$ cat src/rtl/lock_controller_gen.sv
// Keypad lock controller with a variable-length user code.
// Digits are collected into a left-justified buffer, with slot 0 in the most
// significant nibble. ENTER compares the buffer against the stored user code,
// the fixed admin code or a pending new code.
// Consecutive failures lead to a timed lockout, and idle entry states time out.
// Every output comes straight from a flop, so LED logic sees clean levels.
module lock_controller_gen #(
  parameter int DIGIT_W       = 4,
  parameter int MIN_LEN       = 3,
  parameter int MAX_LEN       = 6,
  parameter logic [MAX_LEN*DIGIT_W-1:0] USER_INIT  = 24'h123456,
  parameter int USER_INIT_LEN = 6,
  parameter logic [MAX_LEN*DIGIT_W-1:0] ADMIN_CODE = 24'h876543,
  parameter int MAX_TRIES     = 3,
  parameter int LOCKOUT_CYC   = 1000,
  parameter int TIMEOUT_CYC   = 5000,
  parameter int HOLD_CYC      = 200
) (
  input  logic                           hwclk,
  input  logic                           reset,
  input  logic                           key_valid,
  input  logic [DIGIT_W-1:0]             key_digit,
  input  logic                           cmd_toggle,
  input  logic                           cmd_prog,
  input  logic                           cmd_cancel,
  output logic                           locked,
  output logic                           status_ok,
  output logic                           status_err,
  output logic                           lockout,
  output logic [1:0]                     mode,
  output logic                           code_store,
  output logic [$clog2(MAX_TRIES+1)-1:0] fail_cnt
);

  localparam int CODE_W  = MAX_LEN * DIGIT_W;
  localparam int LEN_W   = $clog2(MAX_LEN + 1);
  localparam int FC_W    = $clog2(MAX_TRIES + 1);
  localparam int TMR_MAX = (LOCKOUT_CYC > TIMEOUT_CYC)
                         ? ((LOCKOUT_CYC > HOLD_CYC) ? LOCKOUT_CYC : HOLD_CYC)
                         : ((TIMEOUT_CYC > HOLD_CYC) ? TIMEOUT_CYC : HOLD_CYC);
  localparam int TMR_W   = $clog2(TMR_MAX + 1);

  localparam logic [LEN_W-1:0] MIN_LEN_V   = LEN_W'(MIN_LEN);
  localparam logic [LEN_W-1:0] MAX_LEN_V   = LEN_W'(MAX_LEN);
  localparam logic [LEN_W-1:0] INIT_LEN_V  = LEN_W'(USER_INIT_LEN);
  localparam logic [FC_W-1:0]  MAX_TRIES_V = FC_W'(MAX_TRIES);
  localparam logic [TMR_W-1:0] HOLD_LAST   = TMR_W'(HOLD_CYC - 1);
  localparam logic [TMR_W-1:0] LOCK_LAST   = TMR_W'(LOCKOUT_CYC - 1);
  localparam logic [TMR_W-1:0] TOUT_LAST   = TMR_W'(TIMEOUT_CYC - 1);

  typedef enum logic [2:0] {
    S_IDLE,
    S_ENTRY,
    S_ADMIN,
    S_NEW1,
    S_NEW2,
    S_RESULT,
    S_LOCKOUT
  } state_t;

  state_t state_q, state_d;

  logic [CODE_W-1:0] buf_q, buf_d;
  logic [LEN_W-1:0]  len_q, len_d;
  logic              ovf_q, ovf_d;
  logic [CODE_W-1:0] user_code_q, user_code_d;
  logic [LEN_W-1:0]  user_len_q, user_len_d;
  logic [CODE_W-1:0] tmp_code_q, tmp_code_d;
  logic [LEN_W-1:0]  tmp_len_q, tmp_len_d;
  logic [TMR_W-1:0]  timer_q, timer_d;
  logic              res_ok_q, res_ok_d;

  logic              locked_q, locked_d;
  logic              status_ok_q, status_ok_d;
  logic              status_err_q, status_err_d;
  logic              lockout_q, lockout_d;
  logic [1:0]        mode_q, mode_d;
  logic              code_store_q, code_store_d;
  logic [FC_W-1:0]   fail_cnt_q, fail_cnt_d;

  logic              in_entry;
  logic              enter_cmd;
  logic              key_acc;
  logic              len_valid;
  logic [CODE_W-1:0] mask;
  logic              user_match;
  logic              admin_match;
  logic              new_match;
  logic [FC_W-1:0]   fail_inc;
  logic              timeout_hit;

  logic              fail_evt;
  logic              clr_fail;
  logic              toggle_lock;
  logic              latch_tmp;
  logic              store_code;

  // Decode strobes against the current state and evaluate all code comparisons
  always_comb begin
    in_entry  = (state_q == S_ENTRY) || (state_q == S_ADMIN) ||
                (state_q == S_NEW1)  || (state_q == S_NEW2);
    enter_cmd = 1'b0;
    if (state_q == S_ENTRY) begin
      enter_cmd = cmd_toggle;
    end else if (in_entry) begin
      enter_cmd = cmd_prog;
    end
    key_acc   = in_entry && key_valid && !cmd_cancel && !enter_cmd;
    len_valid = (len_q >= MIN_LEN_V) && !ovf_q;
    mask = '0;
    for (int i = 0; i < MAX_LEN; i++) begin
      if (LEN_W'(i) < len_q) begin
        mask[(MAX_LEN-1-i)*DIGIT_W +: DIGIT_W] = {DIGIT_W{1'b1}};
      end
    end
    user_match  = len_valid && (len_q == user_len_q) &&
                  ((buf_q & mask) == (user_code_q & mask));
    admin_match = !ovf_q && (len_q == MAX_LEN_V) && (buf_q == ADMIN_CODE);
    new_match   = len_valid && (len_q == tmp_len_q) &&
                  ((buf_q & mask) == (tmp_code_q & mask));
    fail_inc    = (fail_cnt_q == MAX_TRIES_V) ? fail_cnt_q : fail_cnt_q + 1'b1;
    timeout_hit = in_entry && (timer_q == TOUT_LAST) &&
                  !cmd_cancel && !enter_cmd && !key_valid;
  end

  // Next-state logic, with the side effects each transition triggers
  always_comb begin
    state_d     = state_q;
    res_ok_d    = res_ok_q;
    fail_evt    = 1'b0;
    clr_fail    = 1'b0;
    toggle_lock = 1'b0;
    latch_tmp   = 1'b0;
    store_code  = 1'b0;
    case (state_q)
      S_IDLE: begin
        if (!cmd_cancel) begin
          if (cmd_toggle) begin
            state_d = S_ENTRY;
          end else if (cmd_prog) begin
            state_d = S_ADMIN;
          end
        end
      end
      S_ENTRY, S_ADMIN, S_NEW1, S_NEW2: begin
        if (cmd_cancel) begin
          state_d = S_IDLE;
        end else if (enter_cmd) begin
          case (state_q)
            S_ENTRY: begin
              if (user_match) begin
                toggle_lock = 1'b1;
                clr_fail    = 1'b1;
                state_d     = S_RESULT;
                res_ok_d    = 1'b1;
              end else begin
                fail_evt = 1'b1;
              end
            end
            S_ADMIN: begin
              if (admin_match) begin
                clr_fail = 1'b1;
                state_d  = S_NEW1;
              end else begin
                fail_evt = 1'b1;
              end
            end
            S_NEW1: begin
              if (len_valid) begin
                latch_tmp = 1'b1;
                state_d   = S_NEW2;
              end else begin
                state_d  = S_RESULT;
                res_ok_d = 1'b0;
              end
            end
            default: begin
              state_d = S_RESULT;
              if (new_match) begin
                store_code = 1'b1;
                res_ok_d   = 1'b1;
              end else begin
                res_ok_d = 1'b0;
              end
            end
          endcase
          if (fail_evt) begin
            res_ok_d = 1'b0;
            state_d  = (fail_inc == MAX_TRIES_V) ? S_LOCKOUT : S_RESULT;
          end
        end else if (timeout_hit) begin
          state_d  = S_RESULT;
          res_ok_d = 1'b0;
        end
      end
      S_RESULT: begin
        if (timer_q == HOLD_LAST) begin
          state_d = S_IDLE;
        end
      end
      S_LOCKOUT: begin
        if (timer_q == LOCK_LAST) begin
          state_d  = S_IDLE;
          clr_fail = 1'b1;
        end
      end
      default: state_d = S_IDLE;
    endcase
  end

  // Datapath updates: digit buffer, timers, failure counter and code registers
  always_comb begin
    buf_d       = buf_q;
    len_d       = len_q;
    ovf_d       = ovf_q;
    timer_d     = timer_q;
    fail_cnt_d  = fail_cnt_q;
    locked_d    = locked_q;
    tmp_code_d  = tmp_code_q;
    tmp_len_d   = tmp_len_q;
    user_code_d = user_code_q;
    user_len_d  = user_len_q;
    if (state_d != state_q) begin
      buf_d   = '0;
      len_d   = '0;
      ovf_d   = 1'b0;
      timer_d = '0;
    end else begin
      if (key_acc) begin
        if (len_q < MAX_LEN_V) begin
          for (int i = 0; i < MAX_LEN; i++) begin
            if (len_q == LEN_W'(i)) begin
              buf_d[(MAX_LEN-1-i)*DIGIT_W +: DIGIT_W] = key_digit;
            end
          end
          len_d = len_q + 1'b1;
        end else begin
          ovf_d = 1'b1;
        end
      end
      if (state_q == S_IDLE) begin
        timer_d = '0;
      end else if (in_entry && key_valid) begin
        timer_d = '0;
      end else begin
        timer_d = timer_q + 1'b1;
      end
    end
    if (clr_fail) begin
      fail_cnt_d = '0;
    end else if (fail_evt) begin
      fail_cnt_d = fail_inc;
    end
    if (toggle_lock) begin
      locked_d = ~locked_q;
    end
    if (latch_tmp) begin
      tmp_code_d = buf_q;
      tmp_len_d  = len_q;
    end
    if (store_code) begin
      user_code_d = tmp_code_q;
      user_len_d  = tmp_len_q;
    end
  end

  // Registered outputs derived from the state being entered
  always_comb begin
    mode_d = 2'd0;
    case (state_d)
      S_ENTRY:        mode_d = 2'd1;
      S_ADMIN:        mode_d = 2'd2;
      S_NEW1, S_NEW2: mode_d = 2'd3;
      default:        mode_d = 2'd0;
    endcase
    status_ok_d  = (state_d == S_RESULT) && res_ok_d;
    status_err_d = ((state_d == S_RESULT) && !res_ok_d) || (state_d == S_LOCKOUT);
    lockout_d    = (state_d == S_LOCKOUT);
    code_store_d = store_code;
  end

  // State register
  always_ff @(posedge hwclk or posedge reset) begin
    if (reset) begin
      state_q <= S_IDLE;
    end else begin
      state_q <= state_d;
    end
  end

  // Datapath registers; the user code reverts to its initial value on reset
  always_ff @(posedge hwclk or posedge reset) begin
    if (reset) begin
      buf_q       <= '0;
      len_q       <= '0;
      ovf_q       <= 1'b0;
      timer_q     <= '0;
      res_ok_q    <= 1'b0;
      fail_cnt_q  <= '0;
      locked_q    <= 1'b1;
      tmp_code_q  <= '0;
      tmp_len_q   <= '0;
      user_code_q <= USER_INIT;
      user_len_q  <= INIT_LEN_V;
    end else begin
      buf_q       <= buf_d;
      len_q       <= len_d;
      ovf_q       <= ovf_d;
      timer_q     <= timer_d;
      res_ok_q    <= res_ok_d;
      fail_cnt_q  <= fail_cnt_d;
      locked_q    <= locked_d;
      tmp_code_q  <= tmp_code_d;
      tmp_len_q   <= tmp_len_d;
      user_code_q <= user_code_d;
      user_len_q  <= user_len_d;
    end
  end

  // Status output registers
  always_ff @(posedge hwclk or posedge reset) begin
    if (reset) begin
      status_ok_q  <= 1'b0;
      status_err_q <= 1'b0;
      lockout_q    <= 1'b0;
      mode_q       <= 2'd0;
      code_store_q <= 1'b0;
    end else begin
      status_ok_q  <= status_ok_d;
      status_err_q <= status_err_d;
      lockout_q    <= lockout_d;
      mode_q       <= mode_d;
      code_store_q <= code_store_d;
    end
  end

  assign locked     = locked_q;
  assign status_ok  = status_ok_q;
  assign status_err = status_err_q;
  assign lockout    = lockout_q;
  assign mode       = mode_q;
  assign code_store = code_store_q;
  assign fail_cnt   = fail_cnt_q;

endmodule

$ cat config.mk
export PLATFORM = sky130hd
export DESIGN_NAME = lock_controller_gen
export DESIGN_NICKNAME = d
export VERILOG_FILES = /design/src/rtl/lock_controller_gen.sv
export SDC_FILE = /design/constraint.sdc
export NUM_CORES = 1
export LEC_CHECK = 0
export ABC_AREA = 0
export BUFFER_PORTS_ARGS = -buffer_cell sky130_fd_sc_hd__buf_2
export CORE_MARGIN = 1
export CORE_UTILIZATION = 42
export DETAILED_ROUTE_END_ITERATION = 6
export HOLD_SLACK_MARGIN = 0.02
export PLACE_DENSITY = 0.58
export SYNTH_ARGS = -nofsm -noshare
export SYNTH_HDL_FRONTEND = slang
export SYNTH_SLANG_ARGS = --single-unit
$ cat constraint.sdc
create_clock -name hwclk -period 2.9 [get_ports hwclk]
set_input_delay 0.145 -clock hwclk [delete_from_list [all_inputs] [get_ports hwclk]]
set_output_delay 0.145 -clock hwclk [all_outputs]
set_load 0.02 [all_outputs]
==> results.yml <==
status:
  outcome: "completed"
logic_synthesis:
  synth_top_area_share_pct: 40.9
  synth.distinct_cells: 65
  yosys_most_used_dff: "dfrtp_1"
  yosysTopAreaCell: "dfrtp_1"
  synth_most_common_cell: "dfrtp_1"
  async_flop_share_pct: 100
  ys_ff_latch: 108
  synth-edff-count: 0
  synthTopCellsByArea: "dfrtp_1, dfstp_2, mux2_1"
  ys_top_cells_by_count: "dfrtp_1, xnor2_1, mux2i_1, nand2_1, xor2_1"
  synthCells: 528
  syn_area_mm2: 0.00588
  yosys_warnings: 0
  synth.avg_cell_area_um2: 11.1
  synth_nets: 542
  yosysSeqAreaShare_pct: 46.3
setup_path:
  slowest_delay_ns: 0.60
  crit_arrival_ns: 3.01
  worstPathRequired_ns: 3.13
  crit_slowest_cell: "or4_1"
  start_kind: "flip-flop"
  path_class: "flip-flop to flip-flop"
  path_cells: "xnor2_1, a41oi_1, o31ai_1, a21oi_1, or4_1, nor2_4, buf_4, mux2_1"
  cp-end-kind: "flip-flop"
  crit_fanout: 9
drt:
  wl_per_cell_um: 18.3
  route.met3.wl_um: 379
  drt-total-wl_um: 13800
  dr_wl_met2_um: 6540
  wl_met1_um: 6720
  vias: 4160
  final_antenna_net_count: 0
  dr.pass1.iters: 4
  top_layer_used: "met4"
  via_per_inst: 5.51
  drt_iter0_drc: 237
  drc: 0
final_layout:
  layout.nets: 588
  drive_gt1_share_pct: 25.0
  final_util_pct: 50.4
  syn_to_final_growth_pct: 15.4
  fillers: 1289
  diodes: 0
sta:
  hold_viol_final: 0
  period_needed_ns: 2.78
  maxSlewViolCount: 0
  finalCritPeriodShare_pct: 95.7
  worst_pin_slew_ns: 0.753
  rsz0062_at_grt: "no"
  whs_ns: 0.187
  max_freq_mhz: 360
  setup-tns-final_ns: 0
  slew_headroom_pct: 49.7
  final.setup_skew_ns: 0.00854
  setup_viol_count_final: 0
pwr:
  p_clk_share_pct: 28.1
  combPwrFrac_pct: 33.5
  p_switching_mw: 1.52
  finalPower_mw: 4.30
  p_leak_nw: 3.15
  switching_share_pct: 35.3
  p_seq_share_pct: 38.4
  p_int_mw: 2.78
  p_per_area_mw_per_mm2: 635
  ir_drop_mv: 0.347
floorplan:
  die-area_mm2: 0.0145
  core_mm2: 0.0135
  fp.dieW_um: 120
  die_y_um: 120
  ios: 19
  rows: 42
  start_util_pct: 43.7
clocking:
  root_buffer: "clkbuf_16"
  cts_buffers: 9
  clk_latency_ns: 0.35
  clk_path_buf_depth: 2
  clk_pin_slew_ns: 0.07
  cts_tree: "built"
  cts_max_level: 3
  cts.sinks: 108
global_routing:
  overflow: 0
  antenna_found_initial: 0
  grt_pass1_wl_um: 22900
  grt_usage_pct: 20.8
  grt_max_degree: 76
  grt_pass1_vias: 4216
min_path:
  min_path_type: "input pin to flip-flop"
placed_design:
  gp_congestion: 0.882
  port-buffer-count: 18
  dp_hpwl_um: 9920
flow_run:
  maxCapViolations: 0
metrics by stage:
stage	instances	instance area, um^2	worst slack (ns)
detailed placement	736	6440	0.0410
CTS	753	6750	0.00836
floorplan	528	5880	0.277
finish	755	6780	0.124
global placement	736	6440	0.148
global route	755	6780	0.00175
layout make-up:
cell class | count | area [um^2] | share of cell area, %
Clock buffer | 12 | 267 | 3.93
Tap cell | 176 | 220 | 3.25
Multi-Input combinational cell | 387 | 3030 | 44.7
Inverter | 9 | 37.5 | 0.554
Clock inverter | 4 | 30.0 | 0.443
Timing Repair Buffer | 59 | 475 | 7.01
Sequential cell | 108 | 2720 | 40.1
power by group through the flow:
| stage | logic [mW] | registers [mW] | clock network [mW] |
|---|---|---|---|
| finish | 1.44 | 1.65 | 1.21 |
| global route | 1.55 | 1.66 | 1.31 |
| CTS | 1.44 | 1.65 | 1.26 |
| detailed placement | 1.43 | 1.68 | 0 |
| global placement | 1.42 | 1.68 | 0 |
| floorplan | 0.868 | 1.68 | 0 |
metal layers:
metal  vias up  track usage (%)
li1       1995                -
met1      2107             29.5
met2        47             32.4
met3        11             3.77
met4         0             5.94
met5         -                0
cell families (layout without fill, tap and decap cells):
family	count (synthesis)	count (layout)	share of synthesized area, %
AOI/OAI and AO/OA	62	62	7.37
xor gates and xnor gates	63	63	9.52
adders and majority gates	4	4	0.852
buffers and inverters	33	84	2.75
DFF	108	108	46.3
muxes	79	79	14.5
and+or+nand+nor	179	179	18.7
critical path, delay by kind of cell (launching register included):
| family | cells | cell delay (ns) |
|---|---|---|
| AO/OA/AOI/OAI | 3 | 0.65 |
| buffers and inverters | 1 | 0.20 |
| XOR/XNOR | 1 | 0.22 |
| flip-flops | 1 | 0.47 |
| multiplexers | 1 | 0.35 |
| AND/OR/NAND/NOR | 2 | 0.75 |
final timing paths:
check | from | to | slack [ns] | cells past startpoint
worst min register to register | locked | locked | 0.49 | 1
worst max-delay path | buf_q[5] | user_code_q[15] | 0.12 | 8
min in group asynchronous | reset | tmp_code_q[19] | 0.46 | 3
worst max register to register | buf_q[5] | user_code_q[15] | 0.12 | 8
max in group asynchronous | reset | user_code_q[12] | 1.58 | 4
worst min-delay path | key_digit[2] | buf_q[22] | 0.19 | 3
sequential cells by signal (all words and copies together) (netlist names), 2 cells and up:
name and flops:
state_q 3, timer_q 13, user_code_q 24, fail_cnt 2
tmp_code_q 24, len_q 3, mode 2, buf_q 24
user_len_q 3, tmp_len_q 3
placed cells by master (no fill, tap or decap), types with 17 or more instances in the layout:
| cell | instances |
|---|---|
| a21oi_1 | 17 |
| buf_2 | 18 |
| buf_4 | 34 |
| dfrtp_1 | 95 |
| mux2_1 | 27 |
| mux2_2 | 24 |
| mux2i_1 | 28 |
| nand2_1 | 28 |
| nor2_1 | 25 |
| nor3_1 | 24 |
| nor3_2 | 20 |
| xnor2_1 | 34 |
| xor2_1 | 28 |
timing repair:
item                       4_1_cts  5_1_grt
setup endpoints to repair        0       45
gates resized for setup          0        2
setup buffers                    0        2
hold buffers                     1        0
hold endpoints to repair        30        0
No activity file was read; power rests on OpenSTA's default activity.
